===== config.mk =====
export PLATFORM = sky130hd
export DESIGN_NAME = hazard_unit_flat
export DESIGN_NICKNAME = d
export VERILOG_FILES = /design/src/rtl/hazard_unit_pkg.sv /design/src/rtl/hazard_unit_if.sv /design/src/rtl/hazard_unit_forward_sel.sv /design/src/rtl/hazard_unit.sv /design/src/flat_wrapper.sv
export SDC_FILE = /design/constraint.sdc
export NUM_CORES = 1
export LEC_CHECK = 0
export CORE_ASPECT_RATIO = 0.5
export CORE_MARGIN = 8
export CORE_UTILIZATION = 40
export CTS_BUF_LIST = sky130_fd_sc_hd__clkbuf_8
export DETAILED_ROUTE_END_ITERATION = 16
export DONT_BUFFER_PORTS = 1
export GPL_TIMING_DRIVEN = 0
export MAX_ROUTING_LAYER = met4
export PLACE_DENSITY = 0.64
export SLEW_MARGIN = 40
export SYNTH_ARGS = -nofsm -noshare
export SYNTH_HDL_FRONTEND = slang
export SYNTH_SLANG_ARGS = --single-unit

===== constraint.sdc =====
create_clock -name clk -period 4.6 [get_ports clk]
set_input_delay 0.46 -clock clk [delete_from_list [all_inputs] [get_ports clk]]
set_output_delay 0.46 -clock clk [all_outputs]
set_load 0.05 [all_outputs]

===== src/rtl/hazard_unit_pkg.sv =====
// Shared core definitions for forwarding selects and result sources.
// Used by the hazard unit, control path and datapath.
package hazard_unit_pkg;

    typedef enum logic [1:0] {
        FWD_RF = 2'b00,
        FWD_W  = 2'b01,
        FWD_M  = 2'b10
    } fwd_src_t;

    localparam logic [1:0] RESULT_SRC_MEM = 2'b01;

endpackage


===== src/rtl/hazard_unit_if.sv =====
// Hazard unit connection bundle between control/datapath and hazard unit.
// master drives stage tags, slave returns stall/flush/forward controls.
interface hazard_unit_if #(
    parameter int REG_ADDR_W = 5,
    parameter int CNT_W      = 32
);
    import hazard_unit_pkg::*;

    logic [REG_ADDR_W-1:0] rs1_d;
    logic [REG_ADDR_W-1:0] rs2_d;
    logic [REG_ADDR_W-1:0] rd_d;
    logic [1:0]            result_src_e;
    logic                  reg_write_m;
    logic                  reg_write_w;
    logic                  pc_src_e;
    logic                  mem_wait;

    logic                  stall_f;
    logic                  stall_d;
    logic                  flush_d;
    logic                  flush_e;
    logic                  stall_e;
    logic                  stall_m;
    logic                  flush_w;
    fwd_src_t              forward_a_e;
    fwd_src_t              forward_b_e;
    logic [CNT_W-1:0]      stall_cycles;

    modport master (
        output rs1_d, rs2_d, rd_d, result_src_e,
        output reg_write_m, reg_write_w, pc_src_e, mem_wait,
        input  stall_f, stall_d, flush_d, flush_e,
        input  stall_e, stall_m, flush_w,
        input  forward_a_e, forward_b_e, stall_cycles
    );

    modport slave (
        input  rs1_d, rs2_d, rd_d, result_src_e,
        input  reg_write_m, reg_write_w, pc_src_e, mem_wait,
        output stall_f, stall_d, flush_d, flush_e,
        output stall_e, stall_m, flush_w,
        output forward_a_e, forward_b_e, stall_cycles
    );

endinterface


===== src/rtl/hazard_unit_forward_sel.sv =====
// Operand forwarding select for one E-stage source register.
// M beats W; x0 is never forwarded.
module hazard_forward_sel
    import hazard_unit_pkg::*;
#(
    parameter int REG_ADDR_W = 5
) (
    input  logic                  en,
    input  logic [REG_ADDR_W-1:0] rs_e,
    input  logic [REG_ADDR_W-1:0] rd_m,
    input  logic [REG_ADDR_W-1:0] rd_w,
    input  logic                  reg_write_m,
    input  logic                  reg_write_w,
    output fwd_src_t              sel
);

    logic hit_m;
    logic hit_w;

    assign hit_m = reg_write_m && (rd_m != '0) && (rd_m == rs_e);
    assign hit_w = reg_write_w && (rd_w != '0) && (rd_w == rs_e);

    always_comb begin
        sel = FWD_RF;
        if (en) begin
            if (hit_m)
                sel = FWD_M;
            else if (hit_w)
                sel = FWD_W;
        end
    end

endmodule


===== src/rtl/hazard_unit.sv =====
// Pipeline hazard unit: load-use stall, branch flush, mem_wait freeze,
// operand forwarding and a saturating stall-cycle counter.
module hazard_unit
    import hazard_unit_pkg::*;
#(
    parameter int REG_ADDR_W = 5,
    parameter int CNT_W      = 32
) (
    input logic         clk,
    input logic         reset,
    hazard_unit_if.slave hz
);

    logic [REG_ADDR_W-1:0] rs1_e;
    logic [REG_ADDR_W-1:0] rs2_e;
    logic [REG_ADDR_W-1:0] rd_e;
    logic [REG_ADDR_W-1:0] rd_m;
    logic [REG_ADDR_W-1:0] rd_w;
    logic [CNT_W-1:0]      cnt;

    logic load_use;
    logic stall_fd;
    logic flush_e;
    logic freeze;

    // Internal state is treated as cleared while reset is held.
    assign load_use = !reset
                   && (hz.result_src_e == RESULT_SRC_MEM)
                   && (rd_e != '0)
                   && ((rd_e == hz.rs1_d) || (rd_e == hz.rs2_d));

    assign freeze   = hz.mem_wait;
    assign stall_fd = freeze || (load_use && !hz.pc_src_e);
    assign flush_e  = (load_use || hz.pc_src_e) && !freeze;

    assign hz.stall_f      = stall_fd;
    assign hz.stall_d      = stall_fd;
    assign hz.flush_d      = hz.pc_src_e && !freeze;
    assign hz.flush_e      = flush_e;
    assign hz.stall_e      = freeze;
    assign hz.stall_m      = freeze;
    assign hz.flush_w      = freeze;
    assign hz.stall_cycles = cnt;

    hazard_forward_sel #(.REG_ADDR_W(REG_ADDR_W)) u_fwd_a (
        .en          (!reset),
        .rs_e        (rs1_e),
        .rd_m        (rd_m),
        .rd_w        (rd_w),
        .reg_write_m (hz.reg_write_m),
        .reg_write_w (hz.reg_write_w),
        .sel         (hz.forward_a_e)
    );

    hazard_forward_sel #(.REG_ADDR_W(REG_ADDR_W)) u_fwd_b (
        .en          (!reset),
        .rs_e        (rs2_e),
        .rd_m        (rd_m),
        .rd_w        (rd_w),
        .reg_write_m (hz.reg_write_m),
        .reg_write_w (hz.reg_write_w),
        .sel         (hz.forward_b_e)
    );

    always_ff @(posedge clk) begin
        if (reset) begin
            rs1_e <= '0;
            rs2_e <= '0;
            rd_e  <= '0;
            rd_m  <= '0;
            rd_w  <= '0;
            cnt   <= '0;
        end else begin
            if (!freeze) begin
                if (flush_e) begin
                    rs1_e <= '0;
                    rs2_e <= '0;
                    rd_e  <= '0;
                end else begin
                    rs1_e <= hz.rs1_d;
                    rs2_e <= hz.rs2_d;
                    rd_e  <= hz.rd_d;
                end
                rd_m <= rd_e;
            end
            rd_w <= freeze ? '0 : rd_m;
            if (stall_fd && (cnt != {CNT_W{1'b1}}))
                cnt <= cnt + 1'b1;
        end
    end

endmodule


===== src/flat_wrapper.sv =====
// flat-port wrapper written by rule: the top's interface ports become plain ports
module hazard_unit_flat import hazard_unit_pkg::*;
#(
    parameter int REG_ADDR_W = 5,
    parameter int CNT_W      = 32
)
  (clk, reset, hz_rs1_d, hz_rs2_d, hz_rd_d, hz_result_src_e, hz_reg_write_m, hz_reg_write_w, hz_pc_src_e, hz_mem_wait, hz_stall_f, hz_stall_d, hz_flush_d, hz_flush_e, hz_stall_e, hz_stall_m, hz_flush_w, hz_forward_a_e, hz_forward_b_e, hz_stall_cycles);
  hazard_unit_if #(.REG_ADDR_W(REG_ADDR_W), .CNT_W(CNT_W)) hz_i ();
  input logic clk;
  input logic reset;
  input wire logic [$bits(hz_i.rs1_d)-1:0] hz_rs1_d;
  input wire logic [$bits(hz_i.rs2_d)-1:0] hz_rs2_d;
  input wire logic [$bits(hz_i.rd_d)-1:0] hz_rd_d;
  input wire logic [$bits(hz_i.result_src_e)-1:0] hz_result_src_e;
  input wire logic [$bits(hz_i.reg_write_m)-1:0] hz_reg_write_m;
  input wire logic [$bits(hz_i.reg_write_w)-1:0] hz_reg_write_w;
  input wire logic [$bits(hz_i.pc_src_e)-1:0] hz_pc_src_e;
  input wire logic [$bits(hz_i.mem_wait)-1:0] hz_mem_wait;
  output wire logic [$bits(hz_i.stall_f)-1:0] hz_stall_f;
  output wire logic [$bits(hz_i.stall_d)-1:0] hz_stall_d;
  output wire logic [$bits(hz_i.flush_d)-1:0] hz_flush_d;
  output wire logic [$bits(hz_i.flush_e)-1:0] hz_flush_e;
  output wire logic [$bits(hz_i.stall_e)-1:0] hz_stall_e;
  output wire logic [$bits(hz_i.stall_m)-1:0] hz_stall_m;
  output wire logic [$bits(hz_i.flush_w)-1:0] hz_flush_w;
  output wire logic [$bits(hz_i.forward_a_e)-1:0] hz_forward_a_e;
  output wire logic [$bits(hz_i.forward_b_e)-1:0] hz_forward_b_e;
  output wire logic [$bits(hz_i.stall_cycles)-1:0] hz_stall_cycles;
  assign hz_i.rs1_d = hz_rs1_d;
  assign hz_i.rs2_d = hz_rs2_d;
  assign hz_i.rd_d = hz_rd_d;
  assign hz_i.result_src_e = hz_result_src_e;
  assign hz_i.reg_write_m = hz_reg_write_m;
  assign hz_i.reg_write_w = hz_reg_write_w;
  assign hz_i.pc_src_e = hz_pc_src_e;
  assign hz_i.mem_wait = hz_mem_wait;
  assign hz_stall_f = hz_i.stall_f;
  assign hz_stall_d = hz_i.stall_d;
  assign hz_flush_d = hz_i.flush_d;
  assign hz_flush_e = hz_i.flush_e;
  assign hz_stall_e = hz_i.stall_e;
  assign hz_stall_m = hz_i.stall_m;
  assign hz_flush_w = hz_i.flush_w;
  assign hz_forward_a_e = hz_i.forward_a_e;
  assign hz_forward_b_e = hz_i.forward_b_e;
  assign hz_stall_cycles = hz_i.stall_cycles;
  hazard_unit #(.REG_ADDR_W(REG_ADDR_W), .CNT_W(CNT_W)) u_core (.clk(clk), .reset(reset), .hz(hz_i));
endmodule

==> results <==
- The die covers 10,610 sq um.
- The layer flagged by global routing as most heavily used is met2.
- From left edge to right edge, the die measures 137.9 um.
- In this run the most critical hold path is launched from hz_rd_d[2].
- The standard-cell row count is 22.
- The first global-routing pass estimated 13,680 um of wire.
- The final layout contains routed wiring with a total length of 8495 um.
- The detailed-placement wirelength estimate is 6281 um.
- The number of pins with negative max-slew slack in the final report is 0.
- Clock tree synthesis selected as its root buffer the cell clkbuf_8.
- The first routing iteration left 189 violations.
- Of the synthesized area, sequential elements account for 0.3838.
- The headroom to the max-slew limit is 0.4296.
- Relative to the synthesized area, the layout overhead comes to 13.47%.
- The final cycle utilization of the critical path is 0.6538.
- The height of the die is 76.96 um.
- At the pin with the least slew margin, the transition time is 0.8509 ns.
- The number of failing hold endpoints at the final stage was 0.
- The proportion of register bits with asynchronous set or reset after synthesis is 0.
- The post-synthesis cell area is 2973 sq um.
- The placeable core region is 7267 sq um.
- The number of enable-type register cells in the synthesized netlist is 0.
- For the final routed database, the setup TNS stands at 0 ns.
- Setup repair after global routing left no endpoint under its margin.
- The number of optimization iterations in the first detailed-route pass is 4.
- The number of vias after detailed routing is 2,642.
- For the worst setup path, the data arrival time is 2.55 ns.
- The clock period could shrink to 3.007 ns.
- The clock insertion delay at the later pin of the skew report is 0.35 ns.
- The count of nets left with antenna violations once routing finished came out at 0.
- The count of input and output buffers is 0.
- The run finished with clean final reports.
- In this run the deepest clock path goes through 2 buffers.
- Clock-pin slew was measured on the worst setup and hold paths at 0.07 ns.
- Routability-driven placement finished with a final weighted congestion of 0.8543.
- The worst hold path belongs to the class primary input to flip-flop.
- In the synthesized netlist, the number of instances is 342.
- Ranked by total cell area, the synthesized netlist is headed by dfxtp_1 (38%), mux2i_1 (7.1%), xnor2_1 (6.5%).
- In this run the power density over the cells is 347.5 nW/um^2.
- Derived from the worst setup path, the maximum achievable clock frequency is 332.5 MHz.
- Counting flops and latches in the post-synthesis netlist gives 57.
- The required time of the critical path is 4.14 ns.
- In the global route stage, overall resource usage came out at 0.1683.
- A synthesized cell averages 8.693 sq um.
- Timing analysis after detailed placement gives a worst setup slack of 1.787 ns.
- For this design the static power due to leakage is 1.251 nW.
- The via count of the first global-routing pass came to 2,568.
- The count of unresolved DRC violations after routing is 0.
- The origin of the critical flop-to-flop path is u_core.hz.stall_cycles[13].
- The critical path capture point type is an output pin.
- TritonCTS built the clock tree.
- In the final routed layout, each cell accounts on average for 18.59 um.
- The cell type with the largest total area after synthesis is dfxtp_1.
- Setup slack on the worst reg-to-reg path comes out at 1.75 ns.
- In this run, CTS created clock tree buffers numbering 9.
- The number of nets produced by synthesis is 366.
- During I/O placement, the number of pins put on the boundary was 66.
- For met3 alone, demand over resource in global routing was 0.07087.
- Of the post-synthesis cell area, the dominant cell type holds 0.3838.
- The starting density of the core is 0.4091.
- Clock tree synthesis found a total of 57 sinks.
- The number of gates resized after cts is 0.
- The critical path is of the flip-flop to output pin type.
- The worst setup slack after layout is 1.593 ns.
- The launch point of the critical path is u_core.rd_m[1].
- The deepest level of the CTS H-tree is 3.
- After the last flow step, the layout net total stands at 380.
- For this design, the CTS-stage hold fixing added 0 buffers.
- After clock tree synthesis, the setup repair step added 0 buffers.
- The worst setup path is launched from a flip-flop.
- Across the VDD grid, the largest voltage drop is 136.1 uV.
- The total congestion overflow is 0.
- Of the cells placed in the final design, the portion with a size suffix greater than 1 is 0.1108.
- Of all nets on the critical path, the largest fanout is 5.
- The detailed-route vias per instance is 5.781.
- The total inserted antenna cells is 0.
- The final number of setup-violating endpoints is 0.
- The met2 usage in global routing is 0.2700.
- By instance count, the leading cell after synthesis is dfxtp_1.
- The met1 usage in global routing is 0.1808.
- The setup skew after layout is 0.009886 ns.
- The count of yosys warnings during synthesis is 0.
- After synthesis, the most frequently instantiated cells are dfxtp_1 (57), nor2_1 (33), a21oi_1 (25).
- The number of antenna violations at the first check in global routing is 0.
- The unique cell type count in the Yosys netlist is 44.
- The tool flagged a number of max-cap violations equal to 0.
- Entering global routing, the biggest net connects 11 pins.
- The top flip-flop cell by instance count after synthesis is dfxtp_1.
## final cells by class
type / instances / area (sq um)
fill: 698 / 3894
multi-input combinational: 257 / 1730
sequential: 57 / 1141
clock buffer: 11 / 151.4
tap: 96 / 120.1
buffer: 21 / 103.9
clock inverter: 5 / 77.57
inverter: 7 / 26.28
timing repair buffer: 3 / 22.52
## state kept, by name (all words and copies together), names as in the netlist
register	count
u_core.rd_w	5
u_core.rd_e	5
u_core.rd_m	5
u_core.rs1_e	5
u_core.hz.stall_cycles	32
u_core.rs2_e	5
## kinds of logic (layout without fill, tap and decap cells)
logic type	Yosys count	in the layout	share of synthesized area
flops	57	57	0.3838
buf+inv	28	47	0.04377
simple gates	138	138	0.2593
compound gates	63	63	0.1364
xor+xnor	32	32	0.09427
fa+ha+maj	1	1	0.004208
mux	23	23	0.07828
## power breakdown
part	total [mW]	leakage [nW]	internal [mW]	switching, mW
logic	0.107	0.673	0.0393	0.0680
registers	0.523	0.462	0.503	0.0199
clock network	0.542	0.115	0.332	0.209
## layer usage
metal	wire length (um)	vias to the layer above
met3	773	17
met5	0	-
met1	3422	1262
met2	4136	87
li1	-	1276
met4	162	0
## worst paths after layout
| path | end | depth (start not counted) |
|---|---|---|
| max | hz_forward_b_e[0] | 4 |
| min | u_core.rd_e[2] | 2 |
| min reg2reg | u_core.rd_w[3] | 1 |
| max reg2reg | u_core.hz.stall_cycles[29] | 8 |
## critical path, stage by stage, from the launching register on
cell and delay (ns):
dfxtp_1 0.37, or4_1 0.54, o21ai_0 0.44, nor3_1 0.14
nor3_2 0.71
## stage by stage
| step | instances | total power [mW] | util | hold slack [ns] | instance area (sq um) |
|---|---|---|---|---|---|
| floorplan | 342 | 0.6142 | - | 0.5111 | 2973 |
| global placement | 438 | 0.6344 | 0.4256 | 0.5444 | 3093 |
| detailed placement | 441 | 0.6413 | 0.4327 | 0.5542 | 3144 |
| CTS | 457 | 1.184 | 0.4642 | 0.2446 | 3373 |
| global route | 457 | 1.216 | 0.4642 | 0.2452 | 3373 |
| finish | 457 | 1.172 | 0.4642 | 0.2572 | 3373 |
## layout by cell type (no fill, tap or decap), types with 8 or more instances in the layout
cell | netlist | final
nand4_1 | 11 | 11
mux2i_1 | 21 | 21
a21oi_1 | 25 | 25
dfxtp_1 | 57 | 57
clkbuf_8 | 0 | 11
nand2_1 | 8 | 8
clkbuf_1 | 11 | 11
nand3_1 | 21 | 21
buf_4 | 5 | 8
nor2_1 | 33 | 32
xor2_1 | 10 | 10
o21ai_0 | 17 | 17
xnor2_1 | 22 | 22
or3_1 | 15 | 15
Power figures use the tool's default switching activity.
